**src/rtl/mimori_loop_pkg.sv**
```systemverilog
// Shared types for the accumulation loopers.
// Coordinates are unsigned, one DW-bit lane per loop dimension.
package mimori_loop_pkg;

  localparam int N_DIM = 3;
  localparam int DW    = 16;

  typedef logic [DW-1:0] coord_t;
  typedef coord_t [N_DIM-1:0] vec_t;

  typedef enum logic {
    IDLE = 1'b0,
    BUSY = 1'b1
  } state_t;

  // Trip limit of one dim: min(bsize, aend-ofs), 0 once past the end
  function automatic coord_t clip_lim(
    input coord_t ofs,
    input coord_t bsize,
    input coord_t aend
  );
    logic [DW:0] room;
    coord_t      res;
    room = {1'b0, aend} - {1'b0, ofs};
    if (ofs >= aend)
      res = '0;
    else if ({1'b0, bsize} < room)
      res = bsize;
    else
      res = room[DW-1:0];
    return res;
  endfunction

endpackage

```
**src/rtl/nd_carry_counter.sv**
```systemverilog
// N-dim local counter with a carry chain, dim 0 innermost.
// all_last flags the final position of the nest.
module nd_carry_counter
  import mimori_loop_pkg::*;
(
  input  logic clk,
  input  logic rst_n,
  input  vec_t lim,
  input  vec_t step,
  input  logic inc,
  input  logic clear,
  output vec_t cnt,
  output logic all_last
);

  vec_t        cnt_nxt;
  logic [DW:0] sum [N_DIM];
  logic        carry;

  // Ripple the increment up the dims, wrapping each at its limit
  always_comb begin
    cnt_nxt  = cnt;
    all_last = 1'b1;
    carry    = inc;
    for (int d = 0; d < N_DIM; d++) begin
      sum[d] = {1'b0, cnt[d]} + {1'b0, step[d]};
      if (sum[d] < {1'b0, lim[d]})
        all_last = 1'b0;
      if (carry) begin
        if (sum[d] >= {1'b0, lim[d]}) begin
          cnt_nxt[d] = '0;
        end else begin
          cnt_nxt[d] = sum[d][DW-1:0];
          carry      = 1'b0;
        end
      end
    end
  end

  // Counter register, cleared at block start and end
  always_ff @(posedge clk or negedge rst_n) begin
    if (!rst_n)
      cnt <= '0;
    else if (clear)
      cnt <= '0;
    else
      cnt <= cnt_nxt;
  end

endmodule

```
**src/rtl/accum_warp_looper.sv**
```systemverilog
// Walks one accumulation block in warp steps.
// Emits one clipped warp offset per accepted beat.
module accum_warp_looper
  import mimori_loop_pkg::*;
(
  input  logic                  i_clk,
  input  logic                  i_rst,
  input  logic                  src_rdy,
  output logic                  src_ack,
  input  logic [N_DIM*DW-1:0]   src_abofs,
  input  logic [N_DIM*DW-1:0]   cfg_bsize,
  input  logic [N_DIM*DW-1:0]   cfg_aend,
  input  logic [N_DIM*DW-1:0]   cfg_step,
  output logic                  dst_rdy,
  input  logic                  dst_ack,
  output logic [N_DIM*DW-1:0]   dst_wofs,
  output logic                  dst_last
);

  state_t state, state_nxt;
  vec_t   src_v, bsize_v, aend_v, stp_v;
  vec_t   abofs_q, lim_q, lim_new;
  vec_t   step_eff, cnt, wofs;
  logic   zero_trip, inc, clear, all_last;

  assign src_v   = src_abofs;
  assign bsize_v = cfg_bsize;
  assign aend_v  = cfg_aend;
  assign stp_v   = cfg_step;

  // Clipped limits of the offered block and effective steps
  always_comb begin
    zero_trip = 1'b0;
    lim_new   = '0;
    step_eff  = '0;
    for (int d = 0; d < N_DIM; d++) begin
      lim_new[d] = clip_lim(src_v[d], bsize_v[d], aend_v[d]);
      step_eff[d] = (stp_v[d] == '0) ? coord_t'(1) : stp_v[d];
      if (lim_new[d] == '0)
        zero_trip = 1'b1;
    end
  end

  assign src_ack = src_rdy && i_rst && (state == IDLE);
  assign dst_rdy = (state == BUSY);
  assign inc     = dst_rdy && dst_ack;
  assign clear   = src_ack || (inc && all_last);

  // Next state: enter BUSY on a non-empty block, leave on last beat
  always_comb begin
    state_nxt = state;
    unique case (1'b1)
      state == IDLE:
        if (src_ack && !zero_trip)
          state_nxt = BUSY;
      state == BUSY:
        if (inc && all_last)
          state_nxt = IDLE;
      default:
        state_nxt = IDLE;
    endcase
  end

  // State register
  always_ff @(posedge i_clk or negedge i_rst) begin
    if (!i_rst)
      state <= IDLE;
    else
      state <= state_nxt;
  end

  // Block origin and limits captured on acceptance
  always_ff @(posedge i_clk or negedge i_rst) begin
    if (!i_rst) begin
      abofs_q <= '0;
      lim_q   <= '0;
    end else if (src_ack) begin
      abofs_q <= src_v;
      lim_q   <= lim_new;
    end
  end

  nd_carry_counter u_cnt (
    .clk      (i_clk),
    .rst_n    (i_rst),
    .lim      (lim_q),
    .step     (step_eff),
    .inc      (inc),
    .clear    (clear),
    .cnt      (cnt),
    .all_last (all_last)
  );

  // Warp offset = block origin + local counter
  always_comb begin
    wofs = '0;
    for (int d = 0; d < N_DIM; d++)
      wofs[d] = abofs_q[d] + cnt[d];
  end

  assign dst_wofs = wofs;
  assign dst_last = dst_rdy && all_last;

endmodule

```
**config.mk**
```make
export PLATFORM = sky130hd
export DESIGN_NAME = accum_warp_looper
export DESIGN_NICKNAME = d
export VERILOG_FILES = /design/src/rtl/mimori_loop_pkg.sv /design/src/rtl/nd_carry_counter.sv /design/src/rtl/accum_warp_looper.sv
export SDC_FILE = /design/constraint.sdc
export NUM_CORES = 1
export LEC_CHECK = 0
export CAP_MARGIN = 40
export CELL_PAD_IN_SITES_DETAIL_PLACEMENT = 0
export CELL_PAD_IN_SITES_GLOBAL_PLACEMENT = 1
export CORE_ASPECT_RATIO = 0.8
export CORE_MARGIN = 3
export CORE_UTILIZATION = 25
export DETAILED_ROUTE_END_ITERATION = 8
export PLACE_DENSITY = 0.59
export SETUP_SLACK_MARGIN = 0.15
export SLEW_MARGIN = 20
export SYNTH_ARGS = -nofsm -noshare
export SYNTH_HDL_FRONTEND = slang
export SYNTH_SLANG_ARGS = --single-unit
```
**constraint.sdc**
```tcl
create_clock -name i_clk -period 4.9 [get_ports i_clk]
set_clock_uncertainty 0.05 [all_clocks]
set_input_delay 0.49 -clock i_clk [delete_from_list [all_inputs] [get_ports i_clk]]
set_output_delay 0.49 -clock i_clk [all_outputs]
set_load 0.01 [all_outputs]
```
-- Yosys cells after proc, flatten, opt, wreduce, memory -nomap -nowiden
Index checks and enable logic that the tools add are counted.
- flip-flop bits (word level): 145
- bits of input ports: 196
- output and inout port bits: 51
- logic and storage cells: 78
- $add $sub $neg: 9
- order comparisons: 12
- muxes and demuxes: 29
- bitwise operators: 1
- reductions and logical operators: 17
- operators with widths (cell ; count):
    $mux W16 ; 15
    $logic_not A16 Y1 ; 6
    $add A16 B16 Y17 ; 3
    $ge A17 B16 Y1 ; 3
    $lt A16 B17 Y1 ; 3
    $lt A17 B16 Y1 ; 3
    $sub A16 B16 Y17 ; 3
    $add A16 B16 Y16 ; 3
    $ge A16 B16 Y1 ; 3
    $mux W48 ; 1
    $mux W1 ; 12
    $logic_and A1 B1 Y1 ; 6
    $reduce_bool A2 Y1 ; 3
    $pmux W1 S2 ; 1
    $logic_not A1 Y1 ; 1
    $logic_or A1 B1 Y1 ; 1
    $not A1 Y1 ; 1

-- Depth between registers and ports, before layout
Gate-level depths: netlist of run 1.
- depth after elaboration: 12
- depth in mapped cells: 27
- depth with buffers taken out: 25

-- Hierarchy
Synthesis of run 1 repeated with hierarchy kept, for this count alone.
- cells, all modules: 1868
- area total of the unflattened synthesis: 15198.3 um^2
- by module, submodules not included (module ; times used ; cells an instance ; area an instance (um^2) ; sequential area each (um^2)):
    accum_warp_looper ; 1 ; 1300 ; 10138.5 ; 2427.3
    nd_carry_counter ; 1 ; 568 ; 5059.9 ; 1201.2

-- Worst setup path before layout of run 1
OpenSTA, ideal clock, no wires.
- path type: input to register
- from: in cfg_step[8]
- to: reg u_cnt.cnt[40] in the netlist's numbering
- setup time: 0.121 ns
- arrival time: 4.619 ns
- required time: 4.729 ns
- setup slack: 0.110 ns
- cell stages on the path: 27
- buffers on the path: 2
- path through: nor4_1 > a41o_1 > ha_1 > inv_1 > fa_1 > nor2b_1 > o31a_1 > o21ai_0 > nor2b_1 > o21a_1 > o21ai_0 > nand2b_1 > nand2_1 > a21oi_1 > ha_1 > a21o_1 > a21o_1 > a21oi_1 > nor2b_1 > a2111oi_0 > and3b_1 > nand3b_4 > a21oi_2 > and2_4 > buf_6 > buf_6 > a22o_1
- cells in the longest elaborated chain, start to end: 10
- elaborated cells between the ends (all ways): 15
- classes of those cells: add/sub (1); order compare (2); mux (8); reduce/logical (4)
- ends and longest elaborated chain (item ; line ; text):
    start: declaration ; accum_warp_looper.sv:13 ; input logic [N_DIM*DW-1:0] cfg_step,
    $logic_not A16 Y1 ; accum_warp_looper.sv:38 ; step_eff[d] = (stp_v[d] == '0) ? coord_t'(1) : stp_v[d];
    $mux W16 * ; accum_warp_looper.sv:38 ;
    $add A16 B16 Y17 * ; nd_carry_counter.sv:26 ; sum[d] = {1'b0, cnt[d]} + {1'b0, step[d]};
    $lt A17 B16 Y1 ; nd_carry_counter.sv:27 ; if (sum[d] < {1'b0, lim[d]})
    $mux W1 (3 in series) ; nd_carry_counter.sv:27 ;
    $logic_and A1 B1 Y1 ; accum_warp_looper.sv:47 ; assign clear = src_ack || (inc && all_last);
    $logic_or A1 B1 Y1 ; accum_warp_looper.sv:47 ;
    $mux W48 / $reduce_bool A2 Y1 (equally long branches) ; -- ;
    end signal: assignment ; nd_carry_counter.sv:47 ; cnt <= cnt_nxt;
    end: declaration ; nd_carry_counter.sv:12 ; output vec_t cnt,
Every way passes the cells marked *; elsewhere a longest branch is shown, timed or not.
A chain may end at the register's enable or synchronous reset.

-- Worst setup path in the final report of run 1
- from: in cfg_step[18]
- to: out dst_last
- cells in the longest elaborated chain, start to end: 7
- ends and longest elaborated chain (item ; line ; text):
    $logic_not A16 Y1 ; accum_warp_looper.sv:38 ;
    $mux W16 * ; accum_warp_looper.sv:38 ;
    $add A16 B16 Y17 * ; nd_carry_counter.sv:26 ;
    $lt A17 B16 Y1 * ; nd_carry_counter.sv:27 ;
    $mux W1 * (2 in series) ; nd_carry_counter.sv:27 ;
    $logic_and A1 B1 Y1 * ; accum_warp_looper.sv:102 ; assign dst_last = dst_rdy && all_last;
    end: declaration ; accum_warp_looper.sv:17 ; output logic dst_last
Marked as above.

==> impl_metrics.py, run 1 <==
metrics = {
    "cells_and_area": {
        "multi_input_area_mm2": 0.0106,
        "fin_nets": 2739,
        "area_delta_synth_final_pct": 45.8,
        "final_util_pct": 36.9,
        "layout-drive-gt1-share_pct": 20.8,
        "stdcell_area_mm2": 0.0215,
        "seq_area_mm2": 0.00363,
        "fillCellCount": 6005,
    },
    "timing": {
        "final-max-slew-violation-count": 0,
        "hold_viol_final": 0,
        "grt_setup_unrepaired": "yes",
        "setup_viol": 2,
        "relSlewSlack_pct": 53.3,
        "period_share_pct": 108,
        "tightest_slew_ns": 0.701,
        "max_freq_ghz": 0.189,
        "setup_ws_ns": -0.394,
        "min_period_ns": 5.29,
    },
    "placement": {
        "gp_congestion": 0.885,
        "port-buffer-count": 246,
        "dpl_cell_area_mm2": 0.0200,
        "dp_hpwl_um": 45100,
    },
    "critical_path": {
        "end_kind": "primary output",
        "timing.rr.start": "u_cnt.cnt[16]",
        "reg2reg_depth": 36,
        "ff2ff_setup_slack_ns": 0.05,
        "r2r_end": "u_cnt.cnt[30]",
        "cp_max_fo": 2,
        "worstPathArrival_ns": 4.75,
        "worstSetupPathType": "in2out",
        "crit_required_ns": 4.36,
        "startpoint_type": "primary input",
    },
    "floorplanning": {
        "die_height_um": 224,
        "num_rows": 79,
        "die_width_um": 278,
        "fp.dieArea_mm2": 0.0621,
        "core_mm2": 0.0583,
        "initial_utilization_pct": 25.3,
        "boundaryPins": 247,
    },
    "synthesis": {
        "synth_seq_cells": 145,
        "synth-edff-count": 0,
        "yosysSeqAreaShare_pct": 24.5,
        "synth_cell_types": 84,
        "syn_area_per_cell_um2": 8.23,
        "syn-instance-count": 1796,
        "netlist_area_mm2": 0.0148,
        "syn_nets": 2235,
        "yosys_warnings": 0,
        "synthArstFlopShare_pct": 100,
        "ys.flop_type": "dfrtp_1",
    },
    "clock_network": {
        "path_clk_slew_ns": 0.06,
        "clk_path_buf_depth": 2,
        "cts-htree-levels": 4,
        "clock-root-buffer": "clkbuf_16",
        "numCtsBuffers": 17,
        "clock_latency_ns": 0.47,
        "clock-sinks": 145,
        "tritoncts": "done",
    },
    "grt": {
        "grt_pass1_vias": 14981,
        "grt_max_degree": 79,
        "grt_pass1_wl_um": 85500,
        "grt_overflow": 0,
        "grt.total_usage_pct": 17.7,
        "antenna_found_initial": 1,
    },
    "power": {
        "p_total_mw": 10.7,
        "irDropWorstVdd_uv": 164,
        "p_leak_nw": 10.5,
        "power_density_mw_per_mm2": 496,
    },
    "routing": {
        "vias": 14853,
        "dr.pass1.iters": 5,
        "viasPerCell": 4.82,
        "wirelength_um": 55400,
        "ant_nets": 0,
        "wire_per_inst_um": 18.0,
        "dr.first_iter.drc_count": 789,
        "drc_errors": 0,
    },
    "worst_hold_path": {
        "hold_path_startpoint": "src_abofs[33]",
        "min_path_cells": 3,
        "hold_end": "abofs_q[33]",
        "hold_class": "in2reg",
    },
    "outcome": {
        "outcome": "finished, violations left",
        "violations": "setup timing",
    },
    "job": {
        "maxCapViolations": 0,
    },
}
-- cell type report --
| cell class | instances | area share [%] |
|---|---|---|
| multi-input cells | 1381 | 49.0 |
| clock buffers | 18 | 2.04 |
| clock inverters | 14 | 0.621 |
| diodes | 1 | 0.0116 |
| well taps | 769 | 4.47 |
| inverters | 185 | 3.22 |
| repair buffers | 570 | 23.8 |
| flip-flops and latches | 145 | 16.8 |
-- stage by stage --
| step | TNS, ns | setup WS [ns] | hold slack, ns | instances |
|---|---|---|---|---|
| after detailed placement | -44.36 | -1.46 | 0.418 | 3000 |
| after CTS | -0.890 | -0.562 | 0.434 | 3068 |
| final | -0.711 | -0.394 | 0.360 | 3083 |
| after floorplan | 0 | 0.152 | 0.144 | 1796 |
| after global placement | -42.94 | -1.47 | 0.413 | 2999 |
| after global routing | -1.06 | -0.588 | 0.383 | 3083 |
-- worst max path at each step --
stage                       startpoint             to  slack [ns]
after floorplan            cfg_step[8]  u_cnt.cnt[40]        0.15
after global placement    cfg_step[24]       dst_last       -1.47
after detailed placement  cfg_step[24]       dst_last       -1.46
after CTS                 cfg_step[27]       dst_last       -0.56
after global routing      cfg_step[20]       dst_last       -0.59
final                     cfg_step[18]       dst_last       -0.39
-- power by group --
| part | internal [mW] | switching [mW] | leakage, nW |
|---|---|---|---|
| Combinational | 3.99 | 3.48 | 8.30 |
| Sequential | 1.58 | 0.315 | 1.91 |
| Clock | 0.715 | 0.596 | 0.265 |
| Total | 6.29 | 4.39 | 10.5 |
-- cell usage after synthesis, types with 12 or more instances --
library cell | instances | area share (%)
nor3_1 | 27 | 0.91
inv_1 | 184 | 4.7
xnor2_1 | 74 | 4.4
a22o_1 | 49 | 2.9
nand2_1 | 124 | 3.1
xor2_1 | 30 | 1.8
ha_1 | 234 | 20
dfrtp_1 | 145 | 25
nand3_1 | 25 | 0.85
a21oi_1 | 133 | 4.5
a31oi_1 | 12 | 0.51
nand4_1 | 30 | 1.3
nand2b_1 | 15 | 0.63
o22ai_1 | 19 | 0.80
and3_1 | 19 | 0.80
nor2_1 | 129 | 3.3
a21o_1 | 50 | 2.5
or3_1 | 12 | 0.51
o21ai_0 | 110 | 3.7
o21ai_1 | 18 | 0.61
nor4_1 | 32 | 1.4
o21a_1 | 29 | 1.5
and2_1 | 13 | 0.55
nor2b_1 | 27 | 1.1
clkbuf_1 | 71 | 1.8
o31ai_1 | 32 | 1.6
-- registers in the layout, summed over array words and instances, names as in the netlist --
signal / flops
lim_q: 48
abofs_q: 48
dst_rdy: 1
u_cnt.cnt: 48
-- metal layers --
metal | part of all wire (%) | global-route usage, %
met5 | 0 | 0
met2 | 44 | 27.8
met3 | 4.4 | 3.22
met1 | 50 | 25.2
met4 | 1.4 | 4.26
-- worst max-delay path, cell delays in order --
cell and delay [ns]:
dlygate4sd2_1 0.25, nor4_2 0.25, a41o_1 0.21, ha_2 0.19, inv_2 0.04, fa_2 0.36, nor2b_4 0.16, o31ai_4 0.08
a21oi_2 0.18, o21ai_2 0.09, a21oi_2 0.14, o21ai_1 0.09, nor2b_4 0.15, buf_6 0.13, xnor2_4 0.17, ha_4 0.23
a21o_1 0.16, a21oi_2 0.14, nor2b_1 0.05, o21ai_1 0.11, o2111ai_1 0.12, a311oi_2 0.28, buf_4 0.19, inv_2 0.03
and3_4 0.18, and2_4 0.16, buf_6 0.11
-- cell usage in the layout (no fill, tap or decap), types with 18 or more instances in the layout --
cell	synthesis	routed
inv_1	184	179
nand4_1	30	30
buf_4	3	289
nor2b_1	27	23
xnor2_1	74	72
a21o_1	50	50
nand3_1	25	21
ha_1	234	229
clkbuf_16	0	18
o22ai_1	19	18
o31ai_1	32	30
xor2_1	30	30
nor4_1	32	22
o21ai_0	110	102
nor2_1	129	127
dfrtp_1	145	145
nand2_1	124	124
o21a_1	29	29
nor3_1	27	23
a22o_1	49	49
a21oi_1	133	126
clkdlybuf4s50_1	0	198
buf_6	2	29
-- cells by family (layout without fill, tap and decap cells) --
family	Yosys count	count (layout)	share of synthesized area [%]
AO/OA/AOI/OAI	547	547	24.7
AND/OR/NAND/NOR	480	481	16.0
buffers and inverters	271	787	7.13
adder cells (fa/ha/maj)	243	243	21.0
flip-flops	145	145	24.5
XOR/XNOR	104	104	6.16
multiplexers	6	6	0.406
other	0	1	0
-- what timing repair did --
action,CTS,global route
endpoints found under the hold margin,40,0
gates cloned,1,1
endpoints found under the setup margin,51,80
hold buffers,1,0
gates resized for setup,145,90
pin swaps,55,64
setup buffers,34,11
Power figures use the tool's default switching activity.
==> inputs of run 2 (changes only) <==
PLACE_DENSITY = default   (was 0.59)
PLACE_DENSITY_LB_ADDON = 0.05   (was default)
==> run 2 against run 1 <==
The flow still finishes with violations (setup timing). Cell area increased by 1.4%. Highest routed layer is now met5. Via count hardly changed. Critical endpoint unchanged. Routed wire length up 4.3%. Maximum frequency up 1.9%. First-iteration DRC count down 24%. Worst hold slack lost 0.065 ns. Sequential power about the same.
==> impl_metrics.py, run 2 (same netlist as run 1, synthesis figures left out) <==
metrics = {
    "clock_network": {
        "clock-root-buffer": "clkbuf_16",
        "tritoncts": "done",
        "numCtsBuffers": 17,
        "clock_latency_ns": 0.47,
        "clk_path_buf_depth": 2,
        "cts-htree-levels": 4,
        "clock-sinks": 145,
        "path_clk_slew_ns": 0.06,
    },
    "floorplanning": {
        "num_rows": 79,
        "fp.dieArea_mm2": 0.0621,
        "initial_utilization_pct": 25.3,
        "boundaryPins": 247,
        "die_height_um": 224,
        "die_width_um": 278,
        "core_mm2": 0.0583,
    },
    "cells_and_area": {
        "layout-drive-gt1-share_pct": 23.0,
        "biggestRegsByFlops": "abofs_q (48), lim_q (48), u_cnt.cnt (48)",
        "final_util_pct": 37.5,
        "seq_area_mm2": 0.00363,
        "fin_nets": 2776,
        "insertedDiodeCount": 0,
        "area_delta_synth_final_pct": 47.8,
        "fillCellCount": 6127,
        "multi_input_area_mm2": 0.0107,
        "final_cell_mix": "buf_4 (326), ha_1 (228), clkdlybuf4s50_1 (198)",
        "stdcell_area_mm2": 0.0219,
        "final_common_cell": "buf_4",
    },
    "routing": {
        "vias": 14849,
        "viasPerCell": 4.76,
        "wire_per_inst_um": 18.5,
        "dr.first_iter.drc_count": 598,
        "drc_errors": 0,
        "wirelength_um": 57800,
        "ant_nets": 0,
        "dr.pass1.iters": 5,
    },
    "critical_path": {
        "startpoint_type": "primary input",
        "r2r_end": "u_cnt.cnt[30]",
        "ff2ff_setup_slack_ns": 0.01,
        "reg2reg_depth": 35,
        "worstSetupPathType": "in2out",
        "cp_max_fo": 2,
        "slowest_stage": "fa_2",
        "timing.rr.start": "u_cnt.cnt[17]",
        "worstPathArrival_ns": 4.66,
        "end_kind": "primary output",
        "max_stage_delay_ns": 0.36,
        "crit_required_ns": 4.36,
    },
    "placement": {
        "post-place-ws_ns": -1.49,
        "dpl_cell_area_mm2": 0.0201,
        "dp_hpwl_um": 47000,
        "port-buffer-count": 246,
        "gp_congestion": 0.855,
    },
    "power": {
        "clockPowerShare_pct": 12.5,
        "irDropWorstVdd_uv": 216,
        "switching_share_pct": 40.9,
        "p_seq_share_pct": 17.6,
        "p_int_mw": 6.42,
        "power_switching_mw": 4.45,
        "p_leak_nw": 10.6,
        "p_total_mw": 10.9,
        "p_comb_share_pct": 70.0,
        "power_density_mw_per_mm2": 498,
    },
    "timing": {
        "setup_ws_ns": -0.295,
        "min_period_ns": 5.20,
        "setup_viol": 2,
        "max_freq_ghz": 0.192,
        "holdWs_ns": 0.295,
        "tightest_slew_ns": 0.696,
        "grt_setup_unrepaired": "yes",
        "final-max-slew-violation-count": 0,
        "relSlewSlack_pct": 53.3,
        "period_share_pct": 106,
        "hold_viol_final": 0,
    },
    "grt": {
        "grt_pass1_wl_um": 87500,
        "antenna_found_initial": 1,
        "grt_pass1_vias": 14928,
        "grt_overflow": 0,
        "grt.total_usage_pct": 18.4,
        "grt_max_degree": 58,
    },
    "worst_hold_path": {
        "min_path_cells": 3,
        "hold_class": "in2reg",
        "hold_path_startpoint": "src_abofs[33]",
        "hold_end": "abofs_q[33]",
    },
    "outcome": {
        "violations": "setup timing",
        "outcome": "finished, violations left",
    },
    "job": {
        "maxCapViolations": 0,
    },
}
## run 2: what timing repair did
action | 4_1_cts | 5_1_grt
pin swaps | 58 | 78
buffers inserted | 49 | 12
setup endpoints to repair | 51 | 68
hold buffers | 1 | 0
cloned | 0 | 3
hold endpoints to repair | 38 | 0
resized for setup | 171 | 95
## run 2: area by class of cell
type                            count  share of cell area (%)
Multi-Input combinational cell   1381                    48.8
Timing Repair Buffer              607                    24.3
Sequential cell                   145                    16.6
Tap cell                          769                    4.40
Inverter                          185                    3.18
Clock buffer                       22                    2.26
Clock inverter                     10                   0.458
## run 2: per-stage QoR
step	setup TNS [ns]	cells
final	-0.577	3119
after global routing	-0.938	3119
after CTS	-0.633	3103
after detailed placement	-40.81	3021
after global placement	-35.47	3020
after floorplan	0	1796
## run 2: critical path, delay by kind of cell
family,cells,cell delay (ns)
xor+xnor,1,0.16
fa+ha+maj,3,0.77
compound gates,11,1.62
simple gates,6,0.94
buf+inv,6,0.67
## run 2: worst max path at each step
stage,slack (ns),endpoint,startpoint,cells past startpoint
final,-0.30,dst_last,cfg_step[20],27
after global placement,-1.28,dst_last,cfg_step[24],27
after CTS,-0.42,dst_last,cfg_step[27],28
after detailed placement,-1.49,dst_last,cfg_step[40],24
after global routing,-0.51,dst_last,cfg_step[25],28
after floorplan,0.15,u_cnt.cnt[40],cfg_step[8],27
## run 2: metal layers
layer,vias up,share of wire (%),GRT usage (%),wire [µm]
met5,-,0.016,0,9
met3,36,3.1,2.25,1780
li1,7547,-,-,-
met1,7003,50,26.3,29000
met2,261,45,29.6,26300
met4,2,1.3,4.29,756
## run 2: power by group through the flow
stage	Clock, mW	Combinational (mW)	Sequential (mW)
6_report	1.35	7.61	1.91
5_1_grt	1.45	8.37	1.96
4_1_cts	1.41	7.31	1.92
3_5_place_dp	0	6.67	1.94
3_3_place_gp	0	6.63	1.93
2_1_floorplan	0	3.68	1.80
